### src/rtl/uart_programmer.sv
// UART boot loader: receives 8N1 bytes, assembles little-endian words and
// writes them into instruction then data memory, then reports ACK/NAK on tx.
module uart_programmer #(
  parameter int CLKS_PER_BIT = 87,
  parameter int IMEM_WORDS   = 16384,
  parameter int DMEM_WORDS   = 16384,
  parameter int TIMEOUT_CLKS = 2000000
) (
  input  logic        clk,
  input  logic        rst,
  input  logic        start_pg,
  input  logic        rx,
  output logic        tx,
  output logic        upg_wen_o,
  output logic [14:0] upg_adr_o,
  output logic [31:0] upg_dat_o,
  output logic        upg_done_o,
  output logic        upg_err_o
);

  localparam int CW   = $clog2(CLKS_PER_BIT + 1);
  localparam int TW   = $clog2(TIMEOUT_CLKS + 1);
  localparam int HALF = (CLKS_PER_BIT / 2 > 0) ? CLKS_PER_BIT / 2 : 1;
  localparam logic [CW-1:0] HALF_M1 = CW'(HALF - 1);
  localparam logic [CW-1:0] BIT_M1  = CW'(CLKS_PER_BIT - 1);
  localparam logic [TW-1:0] TO_M1   = TW'(TIMEOUT_CLKS - 1);
  localparam logic [15:0]   IMEM_W  = 16'(IMEM_WORDS);
  localparam logic [15:0]   TOTAL_W = 16'(IMEM_WORDS + DMEM_WORDS);
  localparam logic [7:0]    ACK_BYTE = 8'h4B;
  localparam logic [7:0]    NAK_BYTE = 8'h4E;

  typedef enum logic [1:0] {RX_IDLE, RX_START, RX_DATA, RX_STOP} rx_state_t;
  typedef enum logic [1:0] {ST_IDLE, ST_LOAD, ST_ACK, ST_NAK} state_t;

  logic rx_s1_q, rx_s2_q, rx_s3_q;
  logic st_s1_q, st_s2_q, st_s3_q;
  logic rx_fall, start_rise;

  rx_state_t   rx_state_q, rx_state_d;
  logic [CW-1:0] rx_cnt_q, rx_cnt_d;
  logic [2:0]  rx_bit_q, rx_bit_d;
  logic [7:0]  rx_sh_q, rx_sh_d;
  logic        rx_en, byte_valid, frame_err;

  state_t      state_q, state_d;
  logic        done_q, done_d;
  logic        err_q, err_d;
  logic        wen_q, wen_d;
  logic [14:0] adr_q, adr_d;
  logic [31:0] dat_q, dat_d;
  logic [15:0] w_q, w_d;
  logic [1:0]  bi_q, bi_d;
  logic [23:0] asm_q, asm_d;
  logic [TW-1:0] to_q, to_d;
  logic        tx_q, tx_d;
  logic [9:0]  tx_sh_q, tx_sh_d;
  logic [CW-1:0] tx_cnt_q, tx_cnt_d;
  logic [3:0]  tx_bit_q, tx_bit_d;
  logic        abort;
  logic [15:0] woff;
  logic        unused_hi;

  assign rx_fall    = rx_s3_q & ~rx_s2_q;
  assign start_rise = st_s2_q & ~st_s3_q;
  assign rx_en      = (state_q == ST_LOAD);
  assign unused_hi  = ^woff[15:14];

  assign tx         = tx_q;
  assign upg_wen_o  = wen_q;
  assign upg_adr_o  = adr_q;
  assign upg_dat_o  = dat_q;
  assign upg_done_o = done_q;
  assign upg_err_o  = err_q;

  // Two-stage synchronisers plus one extra stage for edge detection
  always_ff @(posedge clk or posedge rst) begin
    if (rst) begin
      {rx_s1_q, rx_s2_q, rx_s3_q} <= 3'b111;
      {st_s1_q, st_s2_q, st_s3_q} <= 3'b000;
    end else begin
      {rx_s1_q, rx_s2_q, rx_s3_q} <= {rx, rx_s1_q, rx_s2_q};
      {st_s1_q, st_s2_q, st_s3_q} <= {start_pg, st_s1_q, st_s2_q};
    end
  end

  // Receiver: start-bit recheck at half bit, then mid-bit sampling
  always_comb begin
    rx_state_d = rx_state_q;
    rx_cnt_d   = rx_cnt_q + CW'(1);
    rx_bit_d   = rx_bit_q;
    rx_sh_d    = rx_sh_q;
    byte_valid = 1'b0;
    frame_err  = 1'b0;
    unique case (rx_state_q)
      RX_IDLE: begin
        rx_cnt_d = '0;
        if (rx_fall) rx_state_d = RX_START;
      end
      RX_START: begin
        if (rx_cnt_q == HALF_M1) begin
          rx_cnt_d   = '0;
          rx_bit_d   = '0;
          rx_state_d = rx_s2_q ? RX_IDLE : RX_DATA;
        end
      end
      RX_DATA: begin
        if (rx_cnt_q == BIT_M1) begin
          rx_cnt_d = '0;
          rx_sh_d  = {rx_s2_q, rx_sh_q[7:1]};
          rx_bit_d = rx_bit_q + 3'd1;
          if (rx_bit_q == 3'd7) rx_state_d = RX_STOP;
        end
      end
      RX_STOP: begin
        if (rx_cnt_q == BIT_M1) begin
          rx_cnt_d   = '0;
          rx_state_d = RX_IDLE;
          byte_valid = rx_s2_q;
          frame_err  = ~rx_s2_q;
        end
      end
      default: rx_state_d = RX_IDLE;
    endcase
    if (!rx_en) begin
      rx_state_d = RX_IDLE;
      rx_cnt_d   = '0;
      byte_valid = 1'b0;
      frame_err  = 1'b0;
    end
  end

  // Receiver state registers
  always_ff @(posedge clk or posedge rst) begin
    if (rst) begin
      rx_state_q <= RX_IDLE;
      rx_cnt_q   <= '0;
      rx_bit_q   <= '0;
      rx_sh_q    <= '0;
    end else begin
      rx_state_q <= rx_state_d;
      rx_cnt_q   <= rx_cnt_d;
      rx_bit_q   <= rx_bit_d;
      rx_sh_q    <= rx_sh_d;
    end
  end

  // Loader FSM: word assembly, memory writes, timeout and status byte
  always_comb begin
    state_d  = state_q;
    done_d   = done_q;
    err_d    = err_q;
    wen_d    = 1'b0;
    adr_d    = adr_q;
    dat_d    = dat_q;
    w_d      = w_q;
    bi_d     = bi_q;
    asm_d    = asm_q;
    to_d     = to_q;
    tx_d     = 1'b1;
    tx_sh_d  = tx_sh_q;
    tx_cnt_d = tx_cnt_q;
    tx_bit_d = tx_bit_q;
    abort    = 1'b0;
    woff     = (w_q < IMEM_W) ? w_q : (w_q - IMEM_W);
    unique case (state_q)
      ST_IDLE: begin
        done_d = 1'b1;
        if (start_rise) begin
          state_d = ST_LOAD;
          done_d  = 1'b0;
          err_d   = 1'b0;
          bi_d    = '0;
          w_d     = '0;
          to_d    = '0;
        end
      end
      ST_LOAD: begin
        if (wen_q && w_q == TOTAL_W) begin
          state_d  = ST_ACK;
          done_d   = 1'b1;
          tx_sh_d  = {1'b1, ACK_BYTE, 1'b0};
          tx_cnt_d = '0;
          tx_bit_d = '0;
        end else if (frame_err) begin
          abort = 1'b1;
        end else if (byte_valid) begin
          to_d  = '0;
          bi_d  = bi_q + 2'd1;
          asm_d = {rx_sh_q, asm_q[23:8]};
          if (bi_q == 2'd3) begin
            wen_d = 1'b1;
            dat_d = {rx_sh_q, asm_q};
            adr_d = {~(w_q < IMEM_W), woff[13:0]};
            w_d   = w_q + 16'd1;
          end
        end else if (to_q == TO_M1) begin
          abort = 1'b1;
        end else begin
          to_d = to_q + TW'(1);
        end
      end
      ST_ACK, ST_NAK: begin
        tx_d     = tx_sh_q[0];
        tx_cnt_d = tx_cnt_q + CW'(1);
        if (tx_cnt_q == BIT_M1) begin
          tx_cnt_d = '0;
          tx_sh_d  = {1'b1, tx_sh_q[9:1]};
          tx_bit_d = tx_bit_q + 4'd1;
          if (tx_bit_q == 4'd9) begin
            state_d = ST_IDLE;
            tx_d    = 1'b1;
          end
        end
      end
      default: state_d = ST_IDLE;
    endcase
    if (abort) begin
      state_d  = ST_NAK;
      err_d    = 1'b1;
      done_d   = 1'b1;
      tx_sh_d  = {1'b1, NAK_BYTE, 1'b0};
      tx_cnt_d = '0;
      tx_bit_d = '0;
    end
  end

  // Loader state and output registers
  always_ff @(posedge clk or posedge rst) begin
    if (rst) begin
      state_q  <= ST_IDLE;
      done_q   <= 1'b1;
      err_q    <= 1'b0;
      wen_q    <= 1'b0;
      adr_q    <= '0;
      dat_q    <= '0;
      w_q      <= '0;
      bi_q     <= '0;
      asm_q    <= '0;
      to_q     <= '0;
      tx_q     <= 1'b1;
      tx_sh_q  <= '1;
      tx_cnt_q <= '0;
      tx_bit_q <= '0;
    end else begin
      state_q  <= state_d;
      done_q   <= done_d;
      err_q    <= err_d;
      wen_q    <= wen_d;
      adr_q    <= adr_d;
      dat_q    <= dat_d;
      w_q      <= w_d;
      bi_q     <= bi_d;
      asm_q    <= asm_d;
      to_q     <= to_d;
      tx_q     <= tx_d;
      tx_sh_q  <= tx_sh_d;
      tx_cnt_q <= tx_cnt_d;
      tx_bit_q <= tx_bit_d;
    end
  end

endmodule
### config.mk
export PLATFORM = sky130hd
export DESIGN_NAME = uart_programmer
export DESIGN_NICKNAME = d
export VERILOG_FILES = /design/src/rtl/uart_programmer.sv
export SDC_FILE = /design/constraint.sdc
export NUM_CORES = 1
export LEC_CHECK = 0
export CAP_MARGIN = 10
export CORE_ASPECT_RATIO = 1.1
export CORE_UTILIZATION = 35
export CTS_BUF_LIST = sky130_fd_sc_hd__clkbuf_8
export CTS_CLUSTER_DIAMETER = 200
export CTS_CLUSTER_SIZE = 30
export DETAILED_ROUTE_END_ITERATION = 16
export PLACE_DENSITY_LB_ADDON = 0.1
export SETUP_SLACK_MARGIN = 0.15
export SLEW_MARGIN = 20
export SYNTH_ARGS = -nofsm -noshare
export SYNTH_HDL_FRONTEND = slang
export SYNTH_SLANG_ARGS = --single-unit
### constraint.sdc
create_clock -name clk -period 10.6 [get_ports clk]
set_input_delay 3.18 -clock clk [delete_from_list [all_inputs] [get_ports clk]]
set_output_delay 3.18 -clock clk [all_outputs]
set_load 0.02 [all_outputs]
**After elaboration in Yosys (flattened, before gate mapping)**

Index checks and enable logic that the tools add are counted.

- Register bits: 163
- Input port bits: 4
- Output and inout bits: 51
- Logic and storage cells: 172

- Add/sub/neg operators: 8
- Magnitude comparators: 1
- Equal/unequal tests: 31
- Muxes and demuxes: 77
- Bitwise operators: 7
- Reduce and logical (&&, ||, !) cells: 24

Operators with widths:

| cell | count |
|---|---|
| 21-bit 2-to-1 mux | 5 |
| 16-bit 2-to-1 mux | 5 |
| 7-bit 2-to-1 mux | 6 |
| 21-bit case mux with 2 select lines | 1 |
| 2-bit 2-to-1 mux | 16 |
| 16-bit case mux with 2 select lines | 1 |
| 10-bit 2-to-1 mux | 3 |
| 3-bit != test (second input constant) | 9 |
| 1-bit 2-to-1 mux | 25 |
| 21-bit by 1-bit adder with 21-bit output (second input constant) | 1 |
| 21-bit == test (second input constant) | 1 |
| 7-bit case mux with 3 select lines | 1 |
| 10-bit case mux with 2 select lines | 1 |
| 5-bit AND reduction | 4 |
| 16-bit by 1-bit adder with 16-bit output (second input constant) | 1 |
| 16-bit == test (second input constant) | 1 |
| 16-bit by 15-bit < comparator with 1-bit output (second input constant) | 1 |
| 7-bit by 1-bit adder with 7-bit output (second input constant) | 2 |
| 7-bit == test (second input constant) | 2 |
| 14-bit 2-to-1 mux | 1 |
| 7-bit case mux with 2 select lines | 1 |
| 14-bit by 1-bit subtractor with 14-bit output (second input constant) | 1 |
| 4-bit 2-to-1 mux | 3 |
| 2-bit == test (second input constant) | 5 |
| 28 further kinds | 51 |

**Depth between registers and ports, before layout**

- Depth in word-level cells: 10
- Mapped depth: 10
- Gate-level depth less buffers: 7

**Worst setup path after synthesis**

Ideal clock, no wire load.

- Kind: register to output
- Start: register done_q, in the netlist upg_done_o
- End: output upg_done_o
- Arrival: 0.563 ns
- Data required time: 7.420 ns
- Slack: 6.857 ns
- Stages on the path, launching flop included: 1
- Buffers on the path: 0
- Cell sequence: dfstp_2

RTL lines:

| what | line | text |
|---|---|---|
| start: declaration | 46 | `logic done_q, done_d;` |
| start signal: assignment | 246 | `done_q <= done_d;` |
| end: declaration | 17 | `output logic upg_done_o,` |

No word-level cell between the ends.

**Worst setup path after layout**

- Start: register done_q, in the netlist upg_done_o
- End: output upg_done_o

No word-level cell between the ends.

==> results by group <==
Synthesis
  – Count leader, synth: nand2_1
  – Leading area contributor after synthesis: dfrtp_1
  – Dominant register cell in the synthesized netlist: dfrtp_1
  – Top cells by count, synth: nand2_1 (211), dfrtp_1 (148), nor2_1 (44), a21oi_1 (29), o21ai_0 (23)
  – Post-Synthesis Net Count: ~750
  – Total of flip-flops plus latches after synthesis: 162
  – Number of warnings printed during yosys synthesis: 0
  – Share of Yosys cell area claimed by the top area cell type: 51.0%
  – Biggest area contributors in the synthesized netlist: dfrtp_1 (51%), nand2_1 (11%), dfstp_2 (5.1%)
  – Cells after synthesis: 736
  – Sequential fraction of the synthesis area: between 50% and 60%
  – Summed instance area of the synthesized netlist: 0.00726 mm2
  – Ys async rst share: 100%
  – Number of flops mapped to enable cells by yosys: 0
  – Average cell area after synthesis: roughly 9.9 um2
  – Yosys cell types: 58

Timing
  – Crit share post-route: a little under half
  – Period minus WS final: about 4.8 ns
  – Fmax: 210 MHz
  – Final hold violation count: 0
  – Final setup vio count: 0
  – Max-slew headroom at the worst pin: between 30% and 40%
  – RSZ-0062 raised after global routing: no
  – Final-report max-slew violation count: 0
  – Maximum clock skew at final layout: 0.0157 ns
  – Worst Max-Slew Pin Slew: 0.924 ns
  – Total negative slack for setup checks: 0 ns

Floorplanning
  – Floorplan die height: 153 um
  – Number of top-level pins: 55
  – Area of the die: between 0.02 and 0.025 mm2
  – Horizontal die dimension: 139 um
  – Placeable Area: 0.0201 mm2
  – Initial Util: 36.2%
  – Number of rows created at floorplan: 54

Placed design
  – Routability congestion estimate from global placement: 0.768
  – Number of cells in the design after placement: just over 1000
  – Port bufs: 54
  – Estimated wirelength of the detail-placed design: 10.6 mm

Critical path
  – Longest individual stage delay on the worst path: around 0.6 ns
  – Critical path depth: 1
  – Data arrival time of the critical path: 1.59 ns
  – Crit path max fanout: 2
  – Setup CP Type: flop to output pin
  – Critical path's top delay family: buffers and inverters
  – Reg2reg path depth: 5
  – Critical path endpoint category: output pin
  – Worst endpoint required time: 7.42 ns
  – Number of buffer and inverter stages on the critical path: 1
  – Ordered list of cells on the worst path: clkdlybuf4s50_1
  – Cell with the biggest individual delay on the critical path: clkdlybuf4s50_1
  – Kind of launch point of the worst setup path: flop

GRT
  – Largest net degree at the start of global routing: 94
  – Initial antenna violation count: 0
  – Tot GR Track Use: 16.0%
  – Number of global-route vias before repair: 5397
  – Total global routing overflow: 0
  – Wire length of the first global-routing pass: 27.3 mm

Clocking
  – Clock tree buffer depth: 2
  – CTS resizes: 0
  – Clock root buffer master: clkbuf_8
  – Hold-fix buffers, CTS: 0
  – Insertion delay to the later sink of the worst-skew pair: between 0.4 and 0.5 ns
  – CTS tree: built
  – TritonCTS sink count: 162
  – Number of buffers inserted to repair setup after CTS: 0
  – Clock transition time at the flip-flop clock pins of the worst setup and hold paths: 0.09 ns
  – Deepest level of the CTS H-tree: 4
  – Number of clock buffers inserted by TritonCTS: 17

Route
  – Average wire per standard cell: about 15 um
  – Detailed Routing Iterations Pass 1: 4
  – Final wirelength: roughly 16 mm
  – Via Count: about 5400
  – Antenna-violating nets left: 0
  – Number of DRC markers in iteration 0: around 230
  – Vias per cell: 5.15
  – DRC violations left: 0

Pwr
  – Pwr per Cell Area: 139 mW/mm2
  – Leak Pwr: 3.93 nW
  – Maximum VDD drop: 0.0843 mV

Final layout
  – Final net count: between 700 and 800
  – Fraction of final layout cells with drive strength greater than 1: 11.1%
  – Layout area overhead: 15.9%
  – Final antenna diode count: 0
  – Non-filler cells in the finished layout: roughly 1000

Min path
  – Worst Hold Class: flop to flop
  – Worst hold stages: 0

Run status
  – Run status: finished, final reports clean

Job
  – Max cap viols: 0
-- sequential cells by signal (all words and copies together), names as in the netlist, 2 cells and up --
name,count
state_q,2
rx_bit_q,3
rx_sh_q,8
to_q,21
asm_q,24
rx_cnt_q,7
tx_cnt_q,7
upg_adr_o,15
w_q,16
upg_dat_o,32
tx_sh_q,9
tx_bit_q,4
bi_q,2
rx_state_q,2
-- kinds of logic (layout without fill, tap and decap cells) --
logic type | count (synthesis) | in the layout | share of synthesized area [%]
AND/OR/NAND/NOR | 373 | 373 | 24.4
flip-flops | 162 | 162 | 56.1
AO/OA/AOI/OAI | 97 | 97 | 8.89
buffers and inverters | 52 | 108 | 3.05
multiplexers | 21 | 21 | 3.22
XOR/XNOR | 19 | 19 | 2.29
adder cells (fa/ha/maj) | 12 | 12 | 2.07
-- metrics by stage --
| stage | hold slack (ns) | util [%] | power [mW] | cell area (um2) | setup slack, ns |
|---|---|---|---|---|---|
| final | 0.362 | 41.9 | 1.17 | 8420 | 5.83 |
| after CTS | 0.367 | 41.9 | 1.19 | 8410 | 5.78 |
| after floorplan | 0.331 | - | 0.704 | 7260 | 3.07 |
| after global routing | 0.374 | 41.9 | 1.23 | 8420 | 5.61 |
| after global placement | 0.339 | 39.9 | 0.724 | 8010 | 5.35 |
| after detailed placement | 0.343 | 39.9 | 0.726 | 8010 | 5.32 |
-- layout make-up --
cell class | instances | area, um2
clock buffers | 17 | 234
repair buffers | 59 | 578
clock inverters | 15 | 165
well taps | 252 | 315
fillers | 1969 | 11700
multi-input cells | 522 | 2980
flip-flops and latches | 162 | 4070
inverters | 17 | 68.8
-- path summary, 6_finish.rpt --
check                           startpoint      endpoint  slack [ns]
worst min-delay path               st_s1_q       st_s2_q        0.36
min in group asynchronous              rst  upg_adr_o[6]        3.24
worst max-delay path            upg_done_o    upg_done_o        5.83
worst min register to register     st_s1_q       st_s2_q        0.36
worst max register to register  state_q[1]       to_q[5]        7.81
max in group asynchronous              rst    rx_sh_q[5]        5.97
-- metal layers --
layer	global-route usage [%]	part of all wire (%)
met4	6.08	1.7
met3	3.54	3.0
met1	20.8	47
met2	26.0	49
met5	0	0
-- where the power goes --
part / total [mW] / internal, mW / switching, mW
Clock: 0.454 / 0.197 / 0.257
Combinational: 0.0645 / 0.0207 / 0.0438
Sequential: 0.649 / 0.633 / 0.0159
Total: 1.17 / 0.850 / 0.317
-- cells in the final DEF (no fill, tap or decap), types with 14 or more instances in the layout --
master,Yosys,routed
o21ai_0,23,23
dfrtp_1,148,148
mux2_2,19,19
nand4_1,17,17
nand2_1,211,211
nand3_1,20,19
clkbuf_8,0,17
clkdlybuf4s50_1,0,54
nor2_1,44,44
inv_1,17,16
a21oi_1,29,28
dfstp_2,14,14
Note: power is estimated with default switching activity, not from simulation.
